--- config.mk ---
export PLATFORM = sky130hd
export DESIGN_NAME = seq_gen_cmd_driver
export DESIGN_NICKNAME = d
export VERILOG_FILES = /design/src/rtl/seq_gen_cmd_driver.sv
export SDC_FILE = /design/constraint.sdc
export NUM_CORES = 1
export LEC_CHECK = 0
export BUFFER_PORTS_ARGS = -buffer_cell sky130_fd_sc_hd__clkbuf_2
export CAP_MARGIN = 10
export CORE_MARGIN = 5
export CORE_UTILIZATION = 55
export DETAILED_ROUTE_END_ITERATION = 16
export GPL_ROUTABILITY_DRIVEN = 1
export HOLD_SLACK_MARGIN = 0.08
export PLACE_DENSITY = 0.83
export SETUP_SLACK_MARGIN = 0.2
export SYNTH_ARGS = -nofsm -noshare
export SYNTH_HDL_FRONTEND = slang
export SYNTH_SLANG_ARGS = --single-unit
--- constraint.sdc ---
create_clock -name clk -period 4.4 [get_ports clk]
set_input_delay 0.44 -clock clk [delete_from_list [all_inputs] [get_ports clk]]
set_output_delay 0.44 -clock clk [all_outputs]
set_load 0.01 [all_outputs]
--- src/rtl/seq_gen_cmd_driver.sv ---
// Command driver for sequence_gen: FIFO-buffered commands, two-cycle load protocol,
// and a tagged response (ok / overflow / error / timeout) with latency measurement.
module seq_gen_cmd_driver #(
    parameter int DEPTH         = 4,
    parameter int TIMEOUT_SLACK = 4
) (
    input  logic        clk,
    input  logic        reset_n,
    input  logic        cmd_valid,
    output logic        cmd_ready,
    input  logic        cmd_mode,
    input  logic [15:0] cmd_order,
    input  logic [63:0] cmd_data,
    output logic        fibonacci,
    output logic        triangle,
    output logic        load,
    output logic        clear,
    output logic [15:0] order,
    output logic [63:0] data_in,
    input  logic        done,
    input  logic [63:0] data_out,
    input  logic        overflow,
    input  logic        error,
    output logic        rsp_valid,
    input  logic        rsp_ready,
    output logic [63:0] rsp_data,
    output logic [1:0]  rsp_status,
    output logic [17:0] rsp_latency,
    output logic        busy
);
    localparam int          AW        = (DEPTH > 1) ? $clog2(DEPTH) : 1;
    localparam logic [AW:0] FULL_CNT  = (AW+1)'(DEPTH);
    localparam logic [17:0] TMO_EXTRA = 18'(2 + TIMEOUT_SLACK);

    typedef enum logic [2:0] {IDLE, LOAD1, LOAD2, WAIT, RESP, CLR} state_t;

    state_t        state_q, state_d;
    logic [80:0]   mem_q [DEPTH];
    logic [AW-1:0] wr_ptr_q, rd_ptr_q;
    logic [AW:0]   count_q;
    logic          run_q;
    logic          push, pop, drive;

    logic          cmd_mode_q;
    logic [15:0]   cmd_order_q;
    logic [63:0]   cmd_data_q;
    logic [17:0]   cnt_q, cnt_d;
    logic [17:0]   tmo_limit;
    logic          cap, tmo;
    logic [1:0]    cap_status;

    logic          fib_q, tri_q, load_q, clear_q, rsp_valid_q, busy_q;
    logic [15:0]   order_q;
    logic [63:0]   data_in_q, rsp_data_q;
    logic [1:0]    rsp_status_q;
    logic [17:0]   rsp_latency_q;

    // run_q keeps cmd_ready low while reset is asserted, so every output reads 0 in reset.
    assign cmd_ready = run_q && (count_q != FULL_CNT);
    assign push      = cmd_valid && cmd_ready;
    assign pop       = (state_q == IDLE) && (count_q != '0);
    assign drive     = (state_q == LOAD1) || (state_q == LOAD2);
    // 18-bit sum: order = 16'hFFFF cannot wrap the timeout threshold.
    assign tmo_limit = {2'b00, cmd_order_q} + TMO_EXTRA;

    always_ff @(posedge clk) begin
        if (push) mem_q[wr_ptr_q] <= {cmd_mode, cmd_order, cmd_data};
        if (pop) {cmd_mode_q, cmd_order_q, cmd_data_q} <= mem_q[rd_ptr_q];
    end

    always_ff @(posedge clk or negedge reset_n) begin
        if (!reset_n) begin
            wr_ptr_q <= '0;
            rd_ptr_q <= '0;
            count_q  <= '0;
            run_q    <= 1'b0;
        end else begin
            run_q <= 1'b1;
            if (push) wr_ptr_q <= wr_ptr_q + 1'b1;
            if (pop)  rd_ptr_q <= rd_ptr_q + 1'b1;
            if (push && !pop)      count_q <= count_q + 1'b1;
            else if (pop && !push) count_q <= count_q - 1'b1;
        end
    end

    always_comb begin
        state_d    = state_q;
        cnt_d      = cnt_q;
        cap        = 1'b0;
        tmo        = 1'b0;
        cap_status = 2'b00;
        if (error)         cap_status = 2'b10;
        else if (overflow) cap_status = 2'b01;
        case (state_q)
            IDLE:  if (pop) state_d = LOAD1;
            LOAD1: begin
                state_d = LOAD2;
                cnt_d   = '0;
            end
            LOAD2, WAIT: begin
                if (cnt_q != '1) cnt_d = cnt_q + 1'b1;
                if (error || overflow || done) begin
                    cap     = 1'b1;
                    state_d = RESP;
                end else if (cnt_q == tmo_limit) begin
                    tmo     = 1'b1;
                    state_d = RESP;
                end else begin
                    state_d = WAIT;
                end
            end
            RESP:    if (rsp_ready) state_d = CLR;
            CLR:     state_d = IDLE;
            default: state_d = IDLE;
        endcase
    end

    // Load-side outputs are registered from the state, so load appears one cycle after LOAD1 starts.
    always_ff @(posedge clk or negedge reset_n) begin
        if (!reset_n) begin
            state_q       <= IDLE;
            cnt_q         <= '0;
            load_q        <= 1'b0;
            fib_q         <= 1'b0;
            tri_q         <= 1'b0;
            order_q       <= '0;
            data_in_q     <= '0;
            clear_q       <= 1'b0;
            busy_q        <= 1'b0;
            rsp_valid_q   <= 1'b0;
            rsp_data_q    <= '0;
            rsp_status_q  <= '0;
            rsp_latency_q <= '0;
        end else begin
            state_q     <= state_d;
            cnt_q       <= cnt_d;
            load_q      <= drive;
            fib_q       <= drive && !cmd_mode_q;
            tri_q       <= drive && cmd_mode_q;
            order_q     <= drive ? cmd_order_q : '0;
            data_in_q   <= drive ? cmd_data_q : '0;
            clear_q     <= (state_d == CLR);
            busy_q      <= (state_d != IDLE);
            rsp_valid_q <= (state_d == RESP);
            if (cap) begin
                rsp_data_q    <= data_out;
                rsp_status_q  <= cap_status;
                rsp_latency_q <= cnt_q;
            end else if (tmo) begin
                rsp_data_q    <= '0;
                rsp_status_q  <= 2'b11;
                rsp_latency_q <= cnt_q;
            end
        end
    end

    assign fibonacci   = fib_q;
    assign triangle    = tri_q;
    assign load        = load_q;
    assign clear       = clear_q;
    assign order       = order_q;
    assign data_in     = data_in_q;
    assign rsp_valid   = rsp_valid_q;
    assign rsp_data    = rsp_data_q;
    assign rsp_status  = rsp_status_q;
    assign rsp_latency = rsp_latency_q;
    assign busy        = busy_q;
endmodule
* Word-level counts from Yosys, hierarchy flattened *
Memory sizes are Yosys's and may differ from the RTL's. A register that Yosys moved wholly into a read port is not among the register bits.
Cells that the tools add are included.

storage, ports and cells
  flip-flop bits (word level) = 199
  memory bits (writable) = 324
  input port bits = 152
  output and inout bits = 171
  word-level logic and storage cells = 81
  memories = 1

memory list
  memory  depth  bits a word  rd ports  clocked after memory_dff  wr ports  RTL line  RTL
  mem_q   4      81           1         1                         1         38        logic [80:0] mem_q [DEPTH];

cells by class
  add/sub/neg operators = 6
  equal/unequal tests = 10
  multiplexer cells = 26
  reductions and logical operators = 21

operators with widths
  kind                   count
  $mux 64                3
  $mux 18                3
  $pmux 18 s2            1
  $add 18x1->18 const B  1
  $eq 18x17->1           1
  $mux 3                 6
  $ne 18x18->1 const B   1
  $add 16x3->17 const B  1
  $mux 16                1
  $pmux 3 s4             1
  $eq 3x3->1 const B     3
  $mux 1                 8
  $logic_and 1x1->1      7
  $eq 3x2->1 const B     2
  $mux 2                 3
  $reduce_bool 2->1      3
  $reduce_bool 3->1      2
  $add 2x1->2 const B    2
  $add 3x1->3 const B    1
  $eq 3x1->1 const B     1
  $logic_not 1->1        3
  $logic_not 3->1        1
  $logic_or 1x1->1       3
  $ne 3x3->1 const B     1
  4 further kinds        4

* Depth between registers and ports, before layout *
  depth after elaboration = 7
  mapped depth = 11
  depth with buffers taken out = 9

* Least setup slack after synthesis *
No wires, ideal clock.

  path type = register -> register
  start point = register count_q[0]
  end point = memory mem_q[0][0] (enable)
  library setup time = 0.449 ns
  arrival time = 2.990 ns
  required time = 3.951 ns
  slack = 0.961 ns
  cell stages (with the launch flop) = 4
  buffers on the path = 0
  clock period less this slack = 3.439 ns
  cell sequence = dfrtp_1 nor2_1 a21boi_0 and3_1

between the ends
  cells in the longest elaborated chain, start to end = 5

RTL lines
  item                          RTL line  RTL
  start: declaration            40        logic [AW:0] count_q;
  start signal: assignment      81        if (push && !pop) count_q <= count_q + 1'b1;
  start signal: assignment      82        else if (pop && !push) count_q <= count_q - 1'b1;
  $ne 3x3->1                    59        assign cmd_ready = run_q && (count_q != FULL_CNT);
  $logic_and 1x1->1             59
  via cmd_ready                 10        output logic cmd_ready,
  $logic_and 1x1->1             60        assign push = cmd_valid && cmd_ready;
  $mux 1                        67        if (push) mem_q[wr_ptr_q] <= {cmd_mode, cmd_order, cmd_data};
  $mux 1 (implied by the code)  67
  end: declaration              38

The timed path passes the listed nets, and every way through them passes these cells.

* Worst setup path in the final report *
  start point = register cmd_order_q[1] (read register of mem_q)
  end point = register rsp_latency_q[14] (netlist: rsp_latency[14])

between the ends
  cells in the longest elaborated chain, start to end = 6

RTL lines
  item                                RTL line  RTL
  start: declaration                  45        logic [15:0] cmd_order_q;
  $add 16x3->17                       64        assign tmo_limit = {2'b00, cmd_order_q} + TMO_EXTRA;
  $eq 18x17->1                        105       end else if (cnt_q == tmo_limit) begin
  $mux 1                              105
  $mux 1                              102       if (error || overflow || done) begin
  $mux 1                              94        case (state_q)
  $reduce_bool 2->1 (no source line)  --
  end signal: assignment              148       rsp_latency_q <= cnt_q;
  end signal: assignment              152       rsp_latency_q <= cnt_q;
  end: declaration                    56        logic [17:0] rsp_latency_q;

Every way passes these cells.
A chain may end at the register's enable or synchronous reset.

==> summary.md <==
| Metric | Value |
|---|---|
| Worst flop-to-flop path endpoint | `rsp_latency[14]` |
| Number of nets in the layout | `roughly 1800` |
| Count of flip-flops with a built-in enable after synthesis | `roughly 410` |
| Total power | `0.01795 W` |
| Width of the chip | `209.2 µm` |
| Most crowded layer after global routing | `met2` |
| Initial antenna violation count | `3` |
| Gate power share | `0.249` |
| Detailed-placement wirelength estimate | `29600 µm` |
| Post-route worst hold slack | `0.1343 ns` |
| Crit path required time | `4.88 ns` |
| Final min period | `3.458 ns` |
| Starting density of the core | `0.5521` |
| Leading cell types in the layout, fill and taps excluded | `edfxtp_1 (405), clkbuf_2 (321), dfrtp_1 (197), dlygate4sd3_1 (143), mux4_2 (81)` |
| Remaining DRCs | `0` |
| Max incr delay on CP | `approximately 0.69 ns` |
| Gr ovfl total | `0` |
| Crit share post-route | `0.7858` |
| Violation count after the first detailed-route iteration | `1170` |
| Most area-hungry cell type in the Yosys netlist | `edfxtp_1` |
| Final-report setup violation count | `0` |
| H-tree levels | `2` |
| Count of instances resized after the clock tree is built | `0` |
| Total standard cell area after synthesis | `0.02183 mm²` |
| Met3 usage in global routing | `0.04534` |
| Critical setup path kind | `register to register` |
| Met1 demand-to-capacity share in global routing | `0.3087` |
| Proportion of synthesized flip-flops having asynchronous set or reset | `0.3295` |
| Remaining antenna violation count | `0` |
| Total power per unit cell area | `between 600 and 700 mW/mm²` |
| Worst r2r path cells | `10` |
| Final instance area | `0.02747 mm²` |
| Clock sink count | `604` |
| Overall track demand over capacity in global routing | `0.2400` |
| Number of warnings reported in the yosys synthesis log | `0` |
| Leakage power | `11.02 nW` |
| Total of flip-flops plus latches after synthesis | `604` |
| Maximum clock skew at final layout | `approximately 0.032 ns` |
| Tightest slew margin relative to the limit | `0.3891` |
| TritonCTS clock tree | `done` |
| Total of max-cap violations | `0` |
| Number of input and output port buffers inserted | `322` |
| Worst Path Arrival | `3.94 ns` |
| Largest net degree at the start of global routing | `105` |
| Die extent in y | `209.2 µm` |
| Category of the worst setup path launch point | `register` |
| Area of all sequential standard cells | `0.01715 mm²` |
| Critical path endpoint category | `register` |
| Maximum fanout along the worst path | `77` |
| Final WL | `52270 µm` |
| Result of the run | `complete, no violations` |
| Maximum achievable frequency | `0.2892 GHz` |
| Part of the total power dissipated in the clock network | `0.274` |
| Nets in the synthesized netlist | `1268` |
| Critical Path Source | `cmd_order_q[1]` |
| RR Startpoint | `cmd_order_q[1]` |
| Core Rows | `between 70 and 80` |
| Vias per cell | `5.645` |
| Post-Syn Instances | `1108` |
| Met2 global-route usage | `0.4161` |
| Vias in the first global route | `13140` |
| Biggest area contributors in the synthesized netlist | `edfxtp_1 (56%), dfrtp_1 (23%), mux4_2 (8.4%)` |
| Clk_lat worst skew | `0.63 ns` |
| Number of cells traversed by the worst hold path | `2` |
| Worst Tran Pin Value | `0.9163 ns` |
| Hold Fails Final Rpt | `0` |
| Fillcell total | `2375` |
| Area of the multi-input gates | `~0.0045 mm²` |
| Share of total power in sequential cells | `0.477` |
| Sum of negative setup slack | `0 ns` |
| Slowest library cell on the worst path | `buf_4` |
| Clock Pin Slew Worst Setup and Hold Paths | `0.06 ns` |
| Critical path destination | `rsp_latency[14]` |
| Category of cells accounting for the largest share of critical-path delay | `simple AND/OR/NAND/NOR gates` |
| Top-Level Pins | `~320` |
| Via count | `12270` |
| Number of search-and-repair iterations in the first detailed-routing pass | `5` |
| WP depth | `10` |
| Clock Root Buffer | `clkbuf_16` |
| Share of synthesized area occupied by flip-flops and latches | `0.7851` |
| Placed instance area | `0.02413 mm²` |
| RSZ-0062 raised after global routing | `false` |
| Dominant register cell in the synthesized netlist | `edfxtp_1` |
| Worst IR drop on VDD | `approximately 0.47 mV` |
| Total Die Area | `0.04378 mm²` |
| Global-route wire length before repair | `about 80000 µm` |
| Per-instance average area after synthesis | `19.71 µm²` |
| Reported net switching power | `0.005445 W` |
| Area fraction of the dominant cell type after synthesis | `0.5570` |
| Share of final-layout standard cells stronger than drive strength 1 | `0.3190` |
| Reg2Reg Setup Slack | `0.94 ns` |
| Sequence of cells on the critical path | `inv_1 -> ha_1 -> nand4b_1 -> nor4_1 -> xnor2_1 -> o311ai_1 -> nor4b_4 -> a21oi_4 -> buf_4 -> mux2_1` |
| Sw frac | `0.3033` |
| Synth unique cells | `slightly below 60` |
| Clock Tree Buf Depth | `3` |
| Number of post-CTS setup repair buffers | `0` |
| Class of the worst hold path | `primary input to register` |
| Total buffers and inverters traversed by the critical path | `2` |
| Total core area | `0.03955 mm²` |
| Number of buffers inserted during clock tree synthesis | `57` |
| Layout Area Growth over Synthesis | `25.81%` |
| RD Place Congestion | `0.8436` |
| Commonest non-fill, non-tap cell in the layout | `edfxtp_1` |
| Design internal power | `0.01251 W` |
| Total count of max-transition violations in the final report | `0` |
| Routed len/inst | `approximately 24 µm` |
[how the worst min path moves through the flow]
stage,start,to
after floorplan,reset_n,busy
after global routing,data_out[4],rsp_data[4]
final,data_out[50],rsp_data[50]
after global placement,cmd_data_q[42],data_in[42]
after CTS,data_out[4],rsp_data[4]
after detailed placement,cmd_data_q[42],data_in[42]
[what timing repair did]
| item | CTS | global route |
|---|---|---|
| hold endpoints to repair | 486 | 0 |
| hold buffers | 143 | 0 |
| setup endpoints to repair | 0 | 0 |
[kinds of logic (layout without fill, tap and decap cells)]
group | count (synthesis) | after routing | share of synthesized area
flip-flops | 604 | 604 | 0.7851
buffers and inverters | 64 | 602 | 0.01215
AND/OR/NAND/NOR | 188 | 188 | 0.04934
AO/OA/AOI/OAI | 104 | 104 | 0.03914
other | 1 | 3 | 0.0001718
adder cells (fa/ha/maj) | 8 | 8 | 0.004928
XOR/XNOR | 37 | 37 | 0.01484
multiplexers | 102 | 102 | 0.09433
[state kept, by name, indices dropped and copies added (netlist names), 3 cells and up]
register,cells
rsp_data,64
cmd_data_q,64
count_q,3
state_q,3
cnt_q,18
order,16
cmd_order_q,16
mem_q,324
data_in,64
rsp_latency,18
[metrics by stage]
| step | util | worst slack [ns] | std cells |
|---|---|---|---|
| after floorplan | - | 0.9608 | 1108 |
| after detailed placement | 0.6101 | 0.9834 | 1921 |
| final | 0.6945 | 0.9423 | 2173 |
| after CTS | 0.6944 | 0.9565 | 2171 |
| after global placement | 0.6101 | 1.066 | 1921 |
| after global routing | 0.6945 | 0.7511 | 2173 |
[power groups by stage]
stage / combinational [W] / sequential (W) / clock, W
finish: 0.00447 / 0.00856 / 0.00493
global placement: 0.00425 / 0.00855 / 0
detailed placement: 0.00435 / 0.00860 / 0
CTS: 0.00452 / 0.00854 / 0.00498
floorplan: 0.00268 / 0.00851 / 0
global route: 0.00483 / 0.00869 / 0.00526
[cell usage after synthesis, drive strengths merged (2+ instances only)]
cell / count
a211oi: 2
o2111ai: 3
mux2: 20
xnor2: 15
mux4: 81
and3: 9
buf: 22
nor3: 11
inv: 12
a21boi: 2
ha: 7
clkbuf: 30
and4: 4
edfxtp: 405
o41ai: 2
nand3: 7
nand2: 23
nand2b: 2
nor2b: 7
o22ai: 2
o21ai: 10
dfrtp: 199
nand4: 7
a22o: 64
a31oi: 4
xor2: 22
nor2: 24
a21oi: 5
nor4: 5
and2: 80
nand4b: 2
[per-layer routing]
layer	wire, µm	vias to the layer above
li1	-	5281
met1	19770	6323
met2	27280	562
met3	3587	98
met4	1627	2
met5	13	-
[final cells by class]
cell class	instances	area share
Antenna cell	2	0.0001822
Clock buffer	85	0.06022
Clock inverter	22	0.009065
Inverter	12	0.001731
Multi-Input combinational cell	440	0.1627
Sequential cell	604	0.6243
Tap cell	525	0.02391
Timing Repair Buffer	483	0.1178
(Power assumes the default switching activity.)
